<file path="src/rtl/branch_recovery_ctrl.sv">
// Branch misprediction recovery: redirect PC/PSW, flush fetch/decode, gate hazard stalls. Optional stats counters (BRANCH_RECOVERY_STATS_EN).
// Latency: pc_load one cycle after the mispredict edge; no backpressure, execute inputs are ignored while busy.
module branch_recovery_ctrl #(
  parameter int unsigned DRAIN_CYCLES = 2
) (
  input  logic        clk,
  input  logic        rst,
  input  logic [7:0]  stall_in,
  input  logic        exec_valid,
  input  logic        exec_is_branch,
  input  logic        exec_pred_taken,
  input  logic        exec_actual_taken,
  input  logic [15:0] exec_target,
  input  logic [15:0] lbpc,
  input  logic [15:0] lbpsw,
  output logic        pc_load,
  output logic [15:0] pc_load_value,
  output logic        psw_restore,
  output logic [15:0] psw_value,
  output logic        flush_fetch,
  output logic        flush_decode,
  output logic        hold_fetch,
  output logic        busy,
  output logic [15:0] branch_count,
  output logic [15:0] mispredict_count
);

  typedef enum logic [1:0] {IDLE, REDIRECT, DRAIN} state_t;

  localparam logic [2:0] DRAIN_LOAD = 3'(DRAIN_CYCLES - 1);

  state_t      state_q, state_d;
  logic [2:0]  cnt_q, cnt_d;
  logic [15:0] pcv_q, pcv_d;
  logic [15:0] pswv_q, pswv_d;
  logic        pc_load_q, pc_load_d;
  logic        flush_q, flush_d;
  logic        busy_q, busy_d;
  logic        accept_branch;
  logic        accept_mispredict;

  // Execute-stage results only count while idle; anything seen during recovery is wrong-path.
  assign accept_branch     = (state_q == IDLE) & exec_valid & exec_is_branch;
  assign accept_mispredict = accept_branch & (exec_pred_taken != exec_actual_taken);

  always_comb begin
    state_d = state_q;
    cnt_d   = cnt_q;
    pcv_d   = pcv_q;
    pswv_d  = pswv_q;
    case (state_q)
      IDLE: begin
        if (accept_mispredict) begin
          state_d = REDIRECT;
          pcv_d   = exec_actual_taken ? exec_target : lbpc;
          pswv_d  = lbpsw;
        end
      end
      REDIRECT: begin
        cnt_d   = DRAIN_LOAD;
        state_d = DRAIN;
      end
      DRAIN: begin
        if (cnt_q == 3'd0) begin
          state_d = IDLE;
        end else begin
          cnt_d = cnt_q - 3'd1;
        end
      end
      default: state_d = IDLE;
    endcase
    // Outputs are registered, so decode them from the next state.
    pc_load_d = (state_d == REDIRECT);
    flush_d   = (state_d != IDLE);
    busy_d    = (state_d != IDLE);
  end

  always_ff @(posedge clk) begin
    if (rst) begin
      state_q   <= IDLE;
      cnt_q     <= 3'd0;
      pcv_q     <= 16'h0000;
      pswv_q    <= 16'h0000;
      pc_load_q <= 1'b0;
      flush_q   <= 1'b0;
      busy_q    <= 1'b0;
    end else begin
      state_q   <= state_d;
      cnt_q     <= cnt_d;
      pcv_q     <= pcv_d;
      pswv_q    <= pswv_d;
      pc_load_q <= pc_load_d;
      flush_q   <= flush_d;
      busy_q    <= busy_d;
    end
  end

  assign pc_load       = pc_load_q;
  assign psw_restore   = pc_load_q;
  assign pc_load_value = pcv_q;
  assign psw_value     = pswv_q;
  assign flush_fetch   = flush_q;
  assign flush_decode  = flush_q;
  assign busy          = busy_q;
  // A stall during recovery is dropped: the dependent instruction is being squashed.
  assign hold_fetch    = (|stall_in) & (state_q == IDLE);

`ifdef BRANCH_RECOVERY_STATS_EN
  logic [15:0] branch_cnt_q, branch_cnt_d;
  logic [15:0] misp_cnt_q, misp_cnt_d;

  always_comb begin
    branch_cnt_d = branch_cnt_q;
    misp_cnt_d   = misp_cnt_q;
    if (accept_branch && (branch_cnt_q != 16'hFFFF)) branch_cnt_d = branch_cnt_q + 16'd1;
    if (accept_mispredict && (misp_cnt_q != 16'hFFFF)) misp_cnt_d = misp_cnt_q + 16'd1;
  end

  always_ff @(posedge clk) begin
    if (rst) begin
      branch_cnt_q <= 16'h0000;
      misp_cnt_q   <= 16'h0000;
    end else begin
      branch_cnt_q <= branch_cnt_d;
      misp_cnt_q   <= misp_cnt_d;
    end
  end

  assign branch_count     = branch_cnt_q;
  assign mispredict_count = misp_cnt_q;
`else
  assign branch_count     = 16'h0000;
  assign mispredict_count = 16'h0000;
`endif

endmodule

</file>
<file path="config.mk">
export PLATFORM = sky130hd
export DESIGN_NAME = branch_recovery_ctrl
export DESIGN_NICKNAME = d
export VERILOG_FILES = /design/src/rtl/branch_recovery_ctrl.sv
export SDC_FILE = /design/constraint.sdc
export NUM_CORES = 1
export LEC_CHECK = 0
export ABC_AREA = 1
export CAP_MARGIN = 0
export CORE_MARGIN = 2
export CORE_UTILIZATION = 39
export CTS_CLUSTER_DIAMETER = 60
export DETAILED_ROUTE_END_ITERATION = 6
export GPL_TIMING_DRIVEN = 1
export PLACE_DENSITY = 0.8
export RECOVER_POWER = 50
export SLEW_MARGIN = 10
export SYNTH_ARGS = -nofsm -noshare
export SYNTH_HDL_FRONTEND = slang
export SYNTH_SLANG_ARGS = --single-unit
</file>
<file path="constraint.sdc">
create_clock -name clk -period 1.3 [get_ports clk]
set_clock_uncertainty 0.15 [all_clocks]
set_input_delay 0.13 -clock clk [delete_from_list [all_inputs] [get_ports clk]]
set_output_delay 0.13 -clock clk [all_outputs]
set_load 0.01 [all_outputs]
</file>
; Word-level counts from Yosys, hierarchy flattened
; Cells that the tools add are included.
[totals]
ff_bits = 39
latch_bits = 0
mem_bits_rw = 0
romBits = 0
in_bits = 62
out_inout_bits = 70
wordCells = 29
mem_count = 0
[op_classes]
add_sub_neg = 1
mul = 0
div = 0
magnitude_cmp = 0
n_eq_ne = 5
shifts = 0
mux = 6
bitwise_logic = 4
reduce_logical = 7
[op_table]
columns = op, n
row1 = $mux W16, 1
row2 = $reduce_or A8 Y1, 1
row3 = $pmux W2 S3, 1
row4 = $pmux W3 S2, 1
row5 = $and A1 B1 Y1, 4
row6 = $eq A2 B1 Y1 const B, 2
row7 = $mux W2, 2
row8 = $reduce_and A2 Y1, 2
row9 = $reduce_bool A2 Y1, 2
row10 = $logic_not A3 Y1, 1
row11 = $mux W3, 1
row12 = $sub A3 B1 Y3 const B, 1
row13 = $eq A2 B2 Y1 const B, 1
row14 = $logic_not A2 Y1, 1
row15 = $ne A2 B2 Y1 const B, 1
row16 = $ne A1 B1 Y1, 1

; Depth between registers and ports, before layout
; Gate-level depths: netlist of the first run.
[depth]
ltp_word = 7
ltp_mapped = 9
ltp_nobuf = 7

; Least setup slack after synthesis of the first run
; OpenSTA, ideal clock, no wires.
[synth_path]
path_type = reg2reg
from = register state_q[0]
to = register pswv_q[0], in the netlist psw_value[0]
setup_ps = 115
arrival_time_ps = 946
required_time_ps = 1035
slack_ps = 89
stages_incl_launch_ff = 9
n_path_buf = 2
synth_period_minus_slack_ps = 1211
path_cell_list = dfxtp_1 -> inv_1 -> nand2_1 -> nor2_2 -> buf_6 -> buf_4 -> nand3_1 -> nand2_1 -> nor2_1
[synth_via]
elab_chain_len = 5
[synth_lines]
columns = item, line_no
row1 = start: declaration, 32  ; state_t state_q, state_d;
row2 = start signal: assignment, 88  ; state_q <= state_d;
row3 = $logic_not A2 Y1 *, "43, 51"
row4 = $and A1 B1 Y1 (2 in a row), 43  ; assign accept_branch = (state_q == IDLE) & exec_valid & exec_is_branch;
row5 = $and A1 B1 Y1, 44  ; assign accept_mispredict = accept_branch & (exec_pred_taken != exec_actual_taken);
row6 = $reduce_and A2 Y1 (no source line) *, --
row7 = end signal: assignment, 91  ; pswv_q <= pswv_d;
row8 = end: declaration, 35  ; logic [15:0] pswv_q, pswv_d;
; Mark *: on every way between the ends. The rest lies on a longest branch, timed or not.
; A chain may end at the register's enable or synchronous reset.

; Worst setup path in the final report of the first run
[layout_path]
from = register state_q[0]
to = register pcv_q[0], in the netlist pc_load_value[0]
[layout_via]
elab_chain_len = 5
[layout_lines]
columns = item, line_no
row1 = $logic_not A2 Y1 *, "43, 51"
row2 = $and A1 B1 Y1 (2 in a row), 43
row3 = $and A1 B1 Y1, 44
row4 = $reduce_and A2 Y1 (no source line) *, --
row5 = end signal: assignment, 90  ; pcv_q <= pcv_d;
row6 = end: declaration, 34  ; logic [15:0] pcv_q, pcv_d;
; Marked as above.

==> impl_metrics.py, run 1 <==
metrics = {
    "global_route": {
        "grt_antenna_before_repair": 0,
        "grt_max_degree": 37,
        "grt_util_all_layers": 0.170,
        "gr-total-overflow": 0,
        "grt_pass1_vias": 2140,
        "grt_pass1_wl_um": 8980,
    },
    "logic_synthesis": {
        "ys_top_cells_by_count": "77 x nor2_1, 63 x nand2_1, 54 x inv_1",
        "synth_flop_cell": "dfxtp_1",
        "synth_cells": 367,
        "ys_seq_area_frac": 0.334,
        "synth_edf_count": 0,
        "syn_area_mm2": 0.00234,
        "yosysTopAreaCell": "dfxtp_1",
        "syn_area_per_cell_um2": 6.38,
        "synth_most_common_cell": "nor2_1",
        "synth.distinct_cells": 17,
        "synth_seq_cells": 39,
        "yosys-top-cells-area": "dfxtp_1 33%, buf_4 13%, nor2_1 12%",
        "synth-warning-count": 0,
        "synth_top_area_frac": 0.334,
        "ys_async_sr_fraction": 0,
    },
    "status": {
        "status": "complete, but fails checks",
        "violations": "negative setup slack",
    },
    "timing": {
        "finalMaxSlewViolations": 0,
        "setup_ws_ps": -39.2,
        "min_period_ps": 1340,
        "setup_viol_count_final": 20,
        "finalSetupTns_ps": -325,
        "period_share": 1.03,
        "rsz0062_at_grt": "true",
        "fmax_mhz": 747,
        "finalHoldViolCount": 0,
    },
    "detailed_routing": {
        "vias": 2352,
        "drtIter0Drc": 67,
        "vias_per_cell": 4.33,
        "wl_per_cell_um": 10.6,
        "wl_um": 5770,
        "dr.pass1.iters": 6,
        "drc_errors": 0,
        "antenna_left": 0,
    },
    "pwr": {
        "seq_power_share": 0.437,
        "power.leakage_nw": 1.93,
        "swShare": 0.270,
        "p_clk_frac": 0.298,
        "power_density_mw_per_mm2": 831,
        "ir_drop_mv": 0.455,
        "p_comb_frac": 0.265,
        "switching_power_w": 0.000792,
        "intPower_w": 0.00214,
    },
    "cells_and_area": {
        "nets": 531,
        "diodes": 0,
        "fill_cells": 583,
        "area_growth_pct": 50.7,
        "drive_above_1_share": 0.103,
        "finalNonFillerCells": 543,
    },
    "die": {
        "io_pins": 132,
        "rows": 28,
        "start_util": 0.400,
        "coreArea_mm2": 0.00585,
        "dieArea_mm2": 0.00663,
        "fp.dieW_um": 81.5,
        "die_y_um": 81.5,
    },
    "clock_tree": {
        "clock_path_buffers": 2,
        "cts.sinks": 39,
        "cts_tree": "done",
        "clock-root-buffer": "clkbuf_8",
        "path_clk_slew_ps": 80,
        "numCtsBuffers": 5,
        "clk-insertion-delay-late_ps": 280,
        "htree_levels": 2,
        "hold_buffers": 0,
    },
    "worst_hold_path": {
        "min-delay-start": "pc_load_value[13]$_SDFFE_PP0P_",
        "hold_path_class": "reg2reg",
    },
    "worst_setup_path": {
        "critPathLaunchType": "register",
        "required_ps": 1330,
        "end_kind": "register",
        "cp_data_arrival_time_ps": 1370,
        "crit_fanout": 5,
        "startpoint": "state_q[0]$_SDFF_PP0_",
        "path_class": "reg2reg",
        "r2r_start": "state_q[0]$_SDFF_PP0_",
    },
    "flow_run": {
        "maxCapViolCount": 0,
    },
    "placed_design": {
        "gp_congestion": 0.742,
        "port_buffers": 99,
        "dp_cells": 527,
        "place_hpwl_um": 3880,
    },
}
[stage by stage]
| stage | hold slack (ps) | setup WS, ps | total power, W | utilization | cell area (um^2) |
|---|---|---|---|---|---|
| after floorplan | 49.1 | 89.2 | 0.00177 | - | 2460 |
| after global placement | 312 | -310 | 0.00203 | 0.556 | 3250 |
| after detailed placement | 317 | -329 | 0.00204 | 0.556 | 3250 |
| after CTS | 329 | -71.8 | 0.00293 | 0.586 | 3430 |
| after global routing | 354 | -107 | 0.00310 | 0.603 | 3530 |
| final | 316 | -39.2 | 0.00293 | 0.603 | 3530 |
[kinds of logic (layout without fill, tap and decap cells)]
logic type	Yosys count	count (layout)	share of synthesized area
AND/OR/NAND/NOR	176	176	0.303
AO/OA/AOI/OAI	36	36	0.0770
adder cells (fa/ha/maj)	2	2	0.0107
buffers and inverters	113	183	0.274
flip-flops	39	39	0.334
other	1	32	0.00160
[worst paths after layout]
path	endpoint	slack, ps	cells past startpoint
worst max-delay path	pc_load_value[0]$_SDFFE_PP0P_	-40	8
worst max register to register	pc_load_value[0]$_SDFFE_PP0P_	-40	8
worst min register to register	pc_load_value[13]$_SDFFE_PP0P_	320	2
worst min-delay path	pc_load_value[13]$_SDFFE_PP0P_	320	2
[cell type report]
class                      count  area (um^2)  area share
clock buffer                   8          100      0.0284
multi-input combinational    246         1110       0.314
timing repair buffer         118         1230       0.348
inverter                      57          214      0.0607
tap                           75         93.8      0.0266
sequential                    39          782       0.222
[routing by layer]
layer  GRT usage  share of wire  vias up
li1            -              -     1234
met1       0.184           0.41     1040
met2       0.323           0.51       74
met3      0.0429          0.073        4
met4      0.0458         0.0054        0
met5           0              0        -
[critical path, cell delays in order, from the launching register on]
cell and delay (ps):
dfxtp_2 330, inv_2 60, nand2_4 50, nor2_4 190, buf_4 180, buf_16 110, nand3_1 70, nand2_1 60
nor2_1 40
[power groups by stage]
stage	combinational, W	clock [W]	sequential (W)
after floorplan	0.000436	0	0.00133
after global placement	0.000725	0	0.00131
after detailed placement	0.000736	0	0.00131
after CTS	0.000750	0.000896	0.00128
after global routing	0.000864	0.000950	0.00129
final	0.000778	0.000873	0.00128
[flip-flops by register name, indices dropped and copies added, names as in the netlist]
register,count
pc_load_value,16
psw_value,16
cnt_q,3
state_q,2
busy,1
pc_load,1
[layout by cell type, fill, tap and decap left out, types with 2 or more instances in the layout]
cell and instances:
a21oi_1 33, buf_12 3, buf_16 2, buf_4 8, buf_6 3, clkbuf_16 2, clkbuf_8 7, clkdlybuf4s50_1 55
conb_1 32, dfxtp_1 38, dlygate4sd2_1 37, dlymetal6s2s_1 6, inv_1 52, inv_2 4, nand2_1 59, nand2_2 2
nand2_4 2, nand3_1 26, nand3_2 8, nor2_1 76, o21ai_1 2
[what timing repair did]
action / in CTS / in global routing
cloned: 3 / 2
gates resized for setup: 47 / 30
pin swaps: 3 / 11
endpoints found under the hold margin: 0 / 0
buffers inserted: 2 / 3
setup endpoints to repair: 40 / 37
No activity file was read; power rests on OpenSTA's default activity.
==> run 2: changes to the inputs <==
- GPL_TIMING_DRIVEN: 1 -> 0
==> run 2 against run 1 <==
Compared with the run above: sequential share of layout area shrank 1.7 points; critical path depth grew 1; sequential power is essentially flat; the run still ends with negative setup slack left; wire length grew 9.8%; flip-flop and latch count is the same; largest cell class unchanged; largest power group unchanged; die area is the same; maximum frequency shrank 1.1%; setup slack lost 15 ps; final cell count grew 8.1%; core utilization grew 5.5 points; clock power grew 2%; non-clock buffer count grew 44.
==> impl_metrics.py, run 2 (synthesis results as in run 1) <==
metrics = {
    "status": {
        "status": "complete, but fails checks",
        "violations": "negative setup slack",
    },
    "timing": {
        "period_share": 1.04,
        "setup_ws_ps": -54.2,
        "finalMaxSlewViolations": 0,
        "finalHoldViolCount": 0,
        "fmax_mhz": 738,
        "setup_viol_count_final": 22,
        "min_period_ps": 1350,
        "rsz0062_at_grt": "true",
    },
    "cells_and_area": {
        "final_common_cell": "nor2_1",
        "fill_cells": 572,
        "regArea_um2": 787,
        "area_growth_pct": 64.5,
        "multi_input_area_mm2": 0.00115,
        "drive_above_1_share": 0.211,
        "diodes": 0,
        "nets": 575,
        "final_util": 0.658,
        "final_cell_mix": "76 x nor2_1, 60 x clkdlybuf4s50_1, 59 x nand2_1",
    },
    "worst_setup_path": {
        "cp_data_arrival_time_ps": 1390,
        "end_kind": "register",
        "required_ps": 1330,
        "path_class": "reg2reg",
        "critPathLaunchType": "register",
        "crit_fanout": 5,
    },
    "die": {
        "die_y_um": 81.5,
        "io_pins": 132,
        "rows": 28,
        "start_util": 0.400,
        "fp.dieW_um": 81.5,
        "dieArea_mm2": 0.00663,
        "coreArea_mm2": 0.00585,
    },
    "global_route": {
        "grt_util_all_layers": 0.190,
        "grt_pass1_wl_um": 9870,
        "gr-total-overflow": 0,
        "grt_antenna_before_repair": 0,
        "grt_pass1_vias": 2355,
        "grt_max_degree": 12,
    },
    "pwr": {
        "power_density_mw_per_mm2": 794,
        "power_w": 0.00306,
        "ir_drop_mv": 0.457,
        "power.leakage_nw": 2.09,
    },
    "placed_design": {
        "gp_congestion": 0.784,
        "place_hpwl_um": 4720,
        "port_buffers": 98,
    },
    "detailed_routing": {
        "antenna_left": 0,
        "drc_errors": 0,
        "vias_per_cell": 4.33,
        "wl_per_cell_um": 10.8,
        "vias": 2540,
        "wl_um": 6340,
        "drtIter0Drc": 68,
        "dr.pass1.iters": 4,
    },
    "clock_tree": {
        "path_clk_slew_ps": 70,
        "clk-insertion-delay-late_ps": 290,
        "clock-root-buffer": "clkbuf_8",
        "cts_tree": "done",
        "htree_levels": 2,
        "clock_path_buffers": 2,
        "numCtsBuffers": 5,
        "cts.sinks": 39,
    },
    "worst_hold_path": {
        "hold_path_class": "in2reg",
    },
    "flow_run": {
        "maxCapViolCount": 0,
    },
}
-- run 2: cell count changes in the layout (fill, tap and decap cells not counted), moves of 5 or more --
cell / change
buf_4: +32
buf_6: +7
clkdlybuf4s50_1: +5
dlymetal6s2s_1: -6
nand3_1: -9
nand3_2: +9
-- run 2: critical path: stages, from the launching register on --
cell and delay, ps:
dfxtp_2 340, inv_2 60, nand2_4 60, nor2_4 150, buf_8 150, buf_6 100
buf_6 90, nand3_2 60, nand2_1 60, nor2_1 40
-- run 2: cell type report --
cell class	count	area share
multi-input combinational	246	0.299
timing repair buffer	107	0.271
sequential	39	0.204
buffer	55	0.119
inverter	57	0.0559
clock buffer	8	0.0260
tap	75	0.0244
-- run 2: path summary, 6_finish.rpt --
path / from / end / slack, ps / cells after the start
hold reg to reg: pc_load_value[2]$_SDFFE_PP0P_ / pc_load_value[2]$_SDFFE_PP0P_ / 320 / 2
setup reg to reg: state_q[0]$_SDFF_PP0_ / pc_load_value[1]$_SDFFE_PP0P_ / -50 / 9
setup / recovery: state_q[0]$_SDFF_PP0_ / pc_load_value[1]$_SDFFE_PP0P_ / -50 / 9
hold / removal: exec_actual_taken / pc_load_value[1]$_SDFFE_PP0P_ / 150 / 7
-- run 2: report_power, final --
group          switching, W  internal (W)
Clock              0.000407      0.000484
Combinational      0.000405      0.000477
Sequential        0.0000301       0.00125
-- run 2: stage by stage --
| step | instances | cell area, um^2 | hold slack, ps | TNS, ps | setup slack, ps |
|---|---|---|---|---|---|
| after floorplan | 398 | 2460 | 49.1 | 0 | 89.2 |
| after global placement | 571 | 3530 | 309 | -12920 | -420 |
| after detailed placement | 571 | 3530 | 318 | -12970 | -407 |
| after CTS | 586 | 3720 | 153 | -635 | -74.9 |
| after global routing | 587 | 3850 | 187 | -2510 | -121 |
| final | 587 | 3850 | 153 | -347 | -54.2 |
-- run 2: metal layers --
| layer | vias up | global-route usage | part of all wire |
|---|---|---|---|
| met5 | - | 0 | 0 |
| met4 | 0 | 0.0559 | 0.011 |
| met3 | 8 | 0.0582 | 0.081 |
| met2 | 75 | 0.339 | 0.49 |
| met1 | 1132 | 0.217 | 0.42 |
| li1 | 1325 | - | - |
-- run 2: timing repair --
| item | CTS | global route |
|---|---|---|
| pin swaps | 2 | 6 |
| hold buffers | 0 | 0 |
| buffers inserted | 6 | 2 |
| setup endpoints to repair | 70 | 43 |
| cloned | 2 | 1 |
| gates resized for setup | 59 | 42 |
